$ cat src/rtl/dly_pipe.sv
// Selectable-tap delay line: DEPTH clock-enabled stages, each holding data plus a valid bit.
// The output mux picks one stage combinationally; occupancy and busy come from the valid bits.
module dly_pipe #(
  parameter int WIDTH = 8,
  parameter int DEPTH = 4,
  parameter int SEL_W = 3
) (
  input  logic             i_clk,
  input  logic             i_rst,
  input  logic             i_ce,
  input  logic             i_flush,
  input  logic [SEL_W-1:0] i_dly_sel,
  input  logic             i_din_valid,
  input  logic [WIDTH-1:0] i_din,
  output logic             o_dout_valid,
  output logic [WIDTH-1:0] o_dout,
  output logic             o_busy,
  output logic [SEL_W-1:0] o_occ,
  output logic             o_sel_err
);

  localparam logic [SEL_W-1:0] LP_DEPTH = SEL_W'(DEPTH);

  logic [WIDTH-1:0] r_data [1:DEPTH];
  logic             r_vld  [1:DEPTH];
  logic             r_sel_err;

  logic             w_sel_bad;
  logic [SEL_W-1:0] w_tap;
  logic             w_vld;
  logic [WIDTH-1:0] w_data;
  logic [SEL_W-1:0] w_occ;

  // Out-of-range selects fall back to the deepest tap.
  assign w_sel_bad = (i_dly_sel == '0) || (i_dly_sel > LP_DEPTH);
  assign w_tap     = w_sel_bad ? LP_DEPTH : i_dly_sel;

  always_ff @(posedge i_clk) begin
    if (i_rst || i_flush) begin
      for (int k = 1; k <= DEPTH; k++) begin
        r_data[k] <= '0;
        r_vld[k]  <= 1'b0;
      end
    end else if (i_ce) begin
      r_data[1] <= i_din;
      r_vld[1]  <= i_din_valid;
      for (int k = 2; k <= DEPTH; k++) begin
        r_data[k] <= r_data[k-1];
        r_vld[k]  <= r_vld[k-1];
      end
    end
  end

  // The select check runs every edge, stalled or flushed alike.
  always_ff @(posedge i_clk) begin
    if (i_rst) begin
      r_sel_err <= 1'b0;
    end else begin
      r_sel_err <= w_sel_bad;
    end
  end

  always_comb begin
    w_vld  = 1'b0;
    w_data = '0;
    w_occ  = '0;
    for (int k = 1; k <= DEPTH; k++) begin
      if (w_tap == SEL_W'(k)) begin
        w_vld  = r_vld[k];
        w_data = r_data[k];
      end
      w_occ = w_occ + SEL_W'(r_vld[k]);
    end
  end

  assign o_dout_valid = w_vld;
  assign o_dout       = w_vld ? w_data : '0;
  assign o_busy       = (w_occ != '0);
  assign o_occ        = w_occ;
  assign o_sel_err    = r_sel_err;

endmodule

$ cat config.mk
export PLATFORM = sky130hd
export DESIGN_NAME = dly_pipe
export DESIGN_NICKNAME = d
export VERILOG_FILES = /design/src/rtl/dly_pipe.sv
export SDC_FILE = /design/constraint.sdc
export NUM_CORES = 1
export LEC_CHECK = 0
export ABC_CLOCK_PERIOD_IN_PS = 5100
export BUFFER_PORTS_ARGS = -buffer_cell sky130_fd_sc_hd__clkbuf_2
export CAP_MARGIN = 20
export CORE_MARGIN = 10
export CORE_UTILIZATION = 32
export CTS_BUF_LIST = sky130_fd_sc_hd__clkbuf_16
export CTS_CLUSTER_SIZE = 24
export DETAILED_ROUTE_END_ITERATION = 16
export PLACE_DENSITY_LB_ADDON = 0.15
export SKIP_CTS_REPAIR_TIMING = 1
export SLEW_MARGIN = 20
export SYNTH_ARGS = -nofsm -noshare
export SYNTH_HDL_FRONTEND = slang
export SYNTH_SLANG_ARGS = --single-unit
$ cat constraint.sdc
create_clock -name i_clk -period 5.1 [get_ports i_clk]
set_input_delay 1.02 -clock i_clk [delete_from_list [all_inputs] [get_ports i_clk]]
set_output_delay 1.02 -clock i_clk [all_outputs]
set_load 0.02 [all_outputs]
Yosys cells after proc, flatten, opt, wreduce, memory -nomap -nowiden. Memories as Yosys holds them, arrays and structs flattened. Cells that the tools add are included. Widths: inputs -> output; s select.

Reductions and logical operators: 4. Equal/unequal tests: 4. Muxes and demuxes: 23. Bitwise gates (word level): 8. Add/sub/neg operators: 3. Order comparisons: 1.

Operators with widths (number): $mux 8 (9); $mux 1 (13); $or 1x1->1 (8); $eq 3x2->1 const B (2); $add 2x1->3 (1); $add 3x1->3 (1); $eq 3x1->1 const B (1); $eq 3x3->1 const B (1); $gt 3x3->1 const B (1); $logic_not 3->1 (1); $mux 3 (1); $reduce_bool 3->1 (1); $add 1x1->2 (1); $logic_or 1x1->1 (2).

Word-level logic and storage cells: 46. Input port bits: 16. Register bits: 1. RAM bits: 36. Output and inout bits: 14. Memories kept: 2.

Memories: r_data (depth 4, bits a word 8, read ports 4, clocked after memory_dff 0, wr ports 4, line 24) `logic [WIDTH-1:0] r_data [1:DEPTH];`; r_vld (depth 4, bits a word 1, read ports 4, clocked after memory_dff 0, wr ports 4, line 25) `logic r_vld [1:DEPTH];`.

Longest topological paths before layout. Gate-level depths: netlist (run 1).

Word-level depth: 9. Gate-level depth with buffers: 9. Depth with buffers taken out: 7.

Worst setup path before layout (run 1). No wires, ideal clock.

Kind: in2out. Start point: input i_dly_sel[1]. End point: output o_dout[2]. Required time: 4080 ps. Data arrival time: 2712 ps. Path slack: 1368 ps. Path buffers: 2. Cell stages on the path: 9. Cells stage by stage: buf_6 -> or2_1 -> ha_1 -> and2b_1 -> buf_6 -> nor3b_4 -> a22oi_4 -> inv_4 -> o211a_1.

Cells in the longest elaborated chain, start to end: 9. Elaborated cells on any way between the ends: 17. Those cells by class: order compare (1); eq/ne (4); mux (10); reduce/logical (2).

RTL lines: start: declaration (line 12) `input logic [SEL_W-1:0] i_dly_sel,`; $gt 3x3->1 or $logic_not 3->1 (tied branches) (line 35) `assign w_sel_bad = (i_dly_sel == '0) || (i_dly_sel > LP_DEPTH);`; $logic_or 1x1->1 (*) (line 35); via w_sel_bad (line 28) `logic w_sel_bad;`; $mux 3 (*) (line 36) `assign w_tap = w_sel_bad ? LP_DEPTH : i_dly_sel;`; $eq 3x1->1 (line 68) `if (w_tap == SEL_W'(k)) begin`; $mux 1 (3 in a row) (line 68); $mux 1 (*) (line 68); via o_dout_valid (line 15) `output logic o_dout_valid,`; $mux 8 (*) (line 77) `assign o_dout = w_vld ? w_data : '0;`; end: declaration (line 16) `output logic [WIDTH-1:0] o_dout,`.

The timed path passes the listed nets; every way through them passes the cells marked *.

Final worst setup path (run 1).
Start point: input i_dly_sel[1]. End point: output o_dout[2].

Cells in the longest elaborated chain, start to end: 9. Elaborated cells on any way between the ends: 17. Those cells by class: order compare (1); eq/ne (4); mux (10); reduce/logical (2).

RTL lines (line): $gt 3x3->1 or $logic_not 3->1 (tied branches) (35); $logic_or 1x1->1 (*) (35); via w_sel_bad (28); $mux 3 (*) (36); $eq 3x1->1 (68); $mux 8 or $mux 1 (tied branches) (4 in a row) (68); $mux 8 (*) (77).

Marks and branches as above.

==> results.yml, run 1 <==
outcome:
  status: "finished, final reports clean"
routing:
  ant_nets: 0
  wl_per_cell_um: 14.6
  wl_mm: 3.58
  vias: 1157
  viasPerCell: 4.72
  drt_iter0_drc: 64
  drc_errors: 0
  dr.pass1.iters: 4
die:
  core_mm2: 0.00557
  die_w_um: 96.3
  fp.dieH_um: 96.3
  initial_utilization_pct: 33.4
  die-area_mm2: 0.00928
  row_count: 27
  ios: 30
worst_setup_path:
  path_cells: "clkbuf_2 > or2_1 > ha_1 > and2b_1 > nor3b_4 > a22oi_4 > inv_4 > o211a_1 > clkbuf_2"
  worst-path-buf-inv: 3
  critPathArrivalTime_ns: 3.18
  crit_fanout: 17
  cp-end-kind: "output pin"
  cp_top_family: "simple AND/OR/NAND/NOR gates"
  start_kind: "input port"
  required_ns: 4.08
  critical_path_class: "in2out"
  slowest_delay_ns: 0.38
  crit_slowest_cell: "and2b_1"
  cp_common_cell: "clkbuf_2"
job:
  maxCapViolations: 0
logic_synthesis:
  syn-cell-area_mm2: 0.00186
  ys_seq_elements: 37
  synth_top_cell_area_share_pct: 58.0
  yosysSeqAreaShare_pct: 59.1
  synthCells: 141
  synth_area_leaders: "edfxtp_1, and2_1, mux2_2"
  synth_nets: 161
  netlist-cell-type-count: 30
  yosys.area.top_type: "edfxtp_1"
  synth_warnings: 0
  postSynthAreaPerCell_um2: 13.2
sta:
  max_freq_mhz: 238
  setup_viol: 0
  relSlewSlack_pct: 68.8
  hold_viol_final: 0
  worstMarginPinSlew_ns: 0.469
  timing.final.crit_share_pct: 82.3
  fin_tns_setup_ns: 0
  fin_skew_ns: 0.00329
  rsz0062_at_grt: "no"
  fin_crit_ns: 4.20
  slew_viol_final: 0
global_routing:
  antenna_found_initial: 0
  grtUsageTotal_pct: 8.79
  grt_pass1_vias: 1232
  grt_max_degree: 37
  grt_pass1_wl_mm: 6.09
  grt-ovfl-total: 0
cts:
  clkSinkCount: 37
  h-tree-depth: 2
  cts-root-buf: "clkbuf_16"
  clk_pin_slew_worst_paths_ns: 0.05
  numCtsBuffers: 5
  cts_tree: "yes"
  ctsLongestPathBuffers: 2
  insertion_delay_ns: 0.28
placed_design:
  hpwl_mm: 2.58
  dpl_cell_area_mm2: 0.00207
  place.port_buffers: 29
  gp_congestion: 0.658
final_layout:
  num-nets-final: 192
  design_area_mm2: 0.00221
  drive_gt1_share_pct: 27.7
  area_growth_pct: 18.5
  antenna_cells: 0
hold_path:
  hp-class: "reg2reg"
power:
  power_leakage_nw: 0.997
  power_density_mw_per_mm2: 322
  ir_worst_vdd_mv: 0.175
metal layers:
layer  global-route usage, %  part of all wire, %  wire (um)
met4                    4.00                  1.8         65
met3                    3.27                  5.9        211
met2                    13.8                   47       1700
met5                       0                    0          0
met1                    10.5                   45       1600
worst paths after layout:
check                           depth (start not counted)  slack [ns]             to     startpoint
worst max-delay path                                    9        0.90      o_dout[2]   i_dly_sel[1]
worst min-delay path                                    1        0.54  r_data[0][37]  r_data[0][29]
worst max register to register                          1        4.27    r_vld[0][4]    r_vld[0][3]
worst min register to register                          1        0.54  r_data[0][37]  r_data[0][29]
cells in the mapped netlist:
cell and number:
and2_1 36, edfxtp_1 36, nor2_1 8, inv_1 7, a22o_1 5, a22oi_1 5, mux2_2 5, clkbuf_1 4
a31oi_1 3, buf_6 3, ha_1 3, mux2i_1 3, o211a_1 3, o221ai_1 3, or3_1 2, a21o_1 1
a21oi_1 1, a21oi_4 1, a22oi_4 1, and2b_1 1, dfxtp_1 1, fa_1 1, inv_4 1, nand2_1 1
nand2b_1 1, nand3b_1 1, nor2b_1 1, nor3b_1 1, nor3b_4 1, or2_1 1
where the power goes:
| group | switching (mW) | internal, mW | leakage (nW) |
|---|---|---|---|
| clock | 0.109 | 0.177 | 0.0748 |
| sequential | 0.00730 | 0.348 | 0.426 |
| combinational | 0.0423 | 0.0281 | 0.496 |
layout by cell type, fill, tap and decap left out, drive strengths merged:
| cell type | netlist | final |
|---|---|---|
| nor2 | 8 | 8 |
| o211a | 3 | 3 |
| or3 | 2 | 2 |
| nand3b | 1 | 1 |
| and2b | 1 | 1 |
| a22o | 5 | 5 |
| a21oi | 2 | 2 |
| clkbuf | 4 | 34 |
| mux2 | 5 | 5 |
| buf | 3 | 2 |
| or2 | 1 | 1 |
| o221ai | 3 | 3 |
| nand2b | 1 | 1 |
| nor2b | 1 | 1 |
| clkinv | 0 | 2 |
| fa | 1 | 1 |
| a21o | 1 | 1 |
| a31oi | 3 | 3 |
| and2 | 36 | 36 |
| dfxtp | 1 | 1 |
| nand2 | 1 | 1 |
| a22oi | 6 | 6 |
| nor3b | 2 | 2 |
| mux2i | 3 | 3 |
| edfxtp | 36 | 36 |
| inv | 8 | 9 |
| ha | 3 | 3 |
area by class of cell:
class | count | area [um2]
inverters | 8 | 32.5
clock inverters | 3 | 13.8
fillers | 549 | 3360
multi-input cells | 89 | 687
clock buffers | 5 | 125
well taps | 72 | 90.1
flip-flops and latches | 37 | 1100
repair buffers | 31 | 160
cell families after synthesis:
family / count (synthesis) / synth area share [%]
flip-flops: 37 / 59.1
buffers and inverters: 15 / 4.36
AO/OA/AOI/OAI: 23 / 11.1
AND/OR/NAND/NOR: 54 / 17.8
multiplexers: 8 / 4.63
adder cells (fa/ha/maj): 4 / 3.09
metrics by stage:
stage	setup WS [ns]	power (mW)	std cells	util, %	hold WS, ns
floorplan	1.37	0.411	141	-	0.518
global placement	0.978	0.430	237	37.1	0.525
detailed placement	0.877	0.433	237	37.1	0.534
CTS	0.894	0.725	245	39.6	0.547
global route	0.768	0.744	245	39.6	0.567
finish	0.905	0.712	245	39.6	0.540
registers in the layout, indices dropped and copies added, names as in the netlist:
name / cells
o_sel_err: 1
r_vld: 4
r_data: 32
Power figures use the tool's default switching activity.
==> run 2: changes to the inputs <==
- ABC_AREA: not set -> 1
- ABC_CLOCK_PERIOD_IN_PS: 5100 -> 3600
- clock period: 5.1 -> 3.6 ns (I/O delays scaled with it)
==> results.yml, run 2 <==
outcome:
  status: "finished, final reports clean"
logic_synthesis:
  syn-cell-area_mm2: 0.00199
  synthCells: 229
  synth_edf_count: 36
  yosysSeqAreaShare_pct: 55.3
  synth_nets: 249
  async_reset_ff_share_pct: 0
  synth_adder_area_share_pct: 2.89
  synthTopCellsByCount: "nor2_1, inv_1, nand2_1"
  postSynthAreaPerCell_um2: 8.69
  synth_top_family_by_area: "simple AND/OR/NAND/NOR gates"
  ys_seq_elements: 37
  synth_xor_area_share_pct: 0
  synth_mux_area_share_pct: 0
  yosys.area.top_type: "edfxtp_1"
  synth-compound-area-share_pct: 0.817
  ys.flop_type: "edfxtp_1"
  synth_top_cell_area_share_pct: 54.3
  yosysMostFrequentCell: "nor2_1"
  synth_area_leaders: "edfxtp_1, nor2_1, inv_1"
  synth_warnings: 0
  netlist-cell-type-count: 22
  synthSimpleGateAreaFrac_pct: 31.0
worst_setup_path:
  critPathArrivalTime_ns: 2.53
  crit_fanout: 12
  start_kind: "input port"
  critical_path_class: "in2out"
  cp-end-kind: "output pin"
  required_ns: 2.88
cts:
  insertion_delay_ns: 0.27
  numCtsBuffers: 5
  h-tree-depth: 2
  clk_pin_slew_worst_paths_ns: 0.05
  cts-root-buf: "clkbuf_16"
  ctsLongestPathBuffers: 2
  clkSinkCount: 37
  cts_tree: "yes"
final_layout:
  post_layout_nonfiller_instances: 338
  fillers: 628
  area_growth_pct: 18.5
  final_common_cell: "nor2_1"
  top_register: "r_data"
  layout_common_cells: "nor2_1, inv_1, nand2_1"
  antenna_cells: 0
  drive_gt1_share_pct: 21.3
  num-nets-final: 283
  largest_register_ffs: 32
sta:
  fin_crit_ns: 3.25
  slew_viol_final: 0
  fin_ws_ns: 0.355
  worstMarginPinSlew_ns: 0.460
  relSlewSlack_pct: 69.3
  timing.final.crit_share_pct: 90.1
  fin_tns_setup_ns: 0
  rsz0062_at_grt: "no"
  timing.hold.ws_ns: 0.558
  max_freq_mhz: 308
  fin_skew_ns: 0.00261
  setup_viol: 0
  hold_viol_final: 0
power:
  ir_worst_vdd_mv: 0.192
  pwr-share-comb_pct: 12.6
  seqPwrFrac_pct: 48.5
  p_int_mw: 0.784
  power_leakage_nw: 1.11
  power_mw: 1.03
  p_sw_share_pct: 23.7
  clkPwrFrac_pct: 38.8
  switchingPower_mw: 0.243
  power_density_mw_per_mm2: 435
die:
  die-area_mm2: 0.00978
  fp.dieH_um: 98.9
  row_count: 28
  ios: 30
  core_mm2: 0.00599
  die_w_um: 98.9
  initial_utilization_pct: 33.2
routing:
  dr.pass1.iters: 5
  wl_per_cell_um: 11.2
  wl_mm: 3.80
  drt_iter0_drc: 74
  viasPerCell: 4.12
  vias: 1393
  drc_errors: 0
  ant_nets: 0
global_routing:
  antenna_found_initial: 0
  grtUsageTotal_pct: 8.66
  grt_pass1_wl_mm: 7.02
  grt-ovfl-total: 0
  grt_pass1_vias: 1477
  grt_max_degree: 37
placed_design:
  place.port_buffers: 29
  hpwl_mm: 2.69
  place_ws_ns: 0.333
  gp_congestion: 0.727
  dp.cells: 331
job:
  maxCapViolations: 0
hold_path:
  hp-class: "reg2reg"
[run 2: through the flow]
stage | area [um2] | utilization [%]
global route | 2360 | 39.4
detailed placement | 2230 | 37.2
finish | 2360 | 39.4
CTS | 2360 | 39.4
global placement | 2230 | 37.2
floorplan | 1990 | -
[run 2: cell type report]
class | instances | area, um2 | area share [%]
multi-input cells | 140 | 691 | 29.3
repair buffers | 31 | 160 | 6.79
clock buffers | 5 | 125 | 5.31
flip-flops and latches | 37 | 1100 | 46.7
well taps | 75 | 93.8 | 3.98
clock inverters | 2 | 7.51 | 0.318
inverters | 48 | 180 | 7.64
[run 2: cell families after synthesis]
logic type,count (synthesis)
AOI/OAI and AO/OA,1
adders and majority gates,4
buffers and inverters,52
DFF,37
and+or+nand+nor,135
[run 2: final timing paths]
kind,from,to,slack (ns),depth (start not counted)
min reg2reg,r_data[0][20],r_data[0][28],0.56,2
max reg2reg,r_vld[0][3],r_vld[0][4],2.75,2
min,r_data[0][20],r_data[0][28],0.56,2
max,i_dly_sel[0],o_dout[2],0.35,12
[run 2: critical path: stages]
cell,delay (ns)
clkbuf_2,0.13
inv_2,0.19
nand2_1,0.08
ha_1,0.33
inv_2,0.14
nand4_1,0.32
nor2_1,0.19
nor2_1,0.06
nand2_1,0.07
nand2_1,0.06
nor2_2,0.07
clkbuf_2,0.17
[run 2: power groups by stage]
stage               Combinational [mW]  Sequential, mW  Clock (mW)
CTS                              0.133           0.499       0.410
global placement                 0.131           0.507           0
floorplan                       0.0938           0.507           0
finish                           0.130           0.498       0.399
detailed placement               0.132           0.508           0
global route                     0.151           0.501       0.428
[run 2: metal layers]
| layer | share of wire (%) | track usage [%] | wire length [um] |
|---|---|---|---|
| met1 | 48 | 10.9 | 1840 |
| met2 | 45 | 13.2 | 1710 |
| met3 | 5.3 | 2.93 | 203 |
| met4 | 1.1 | 3.64 | 40 |
| met5 | 0 | 0 | 0 |
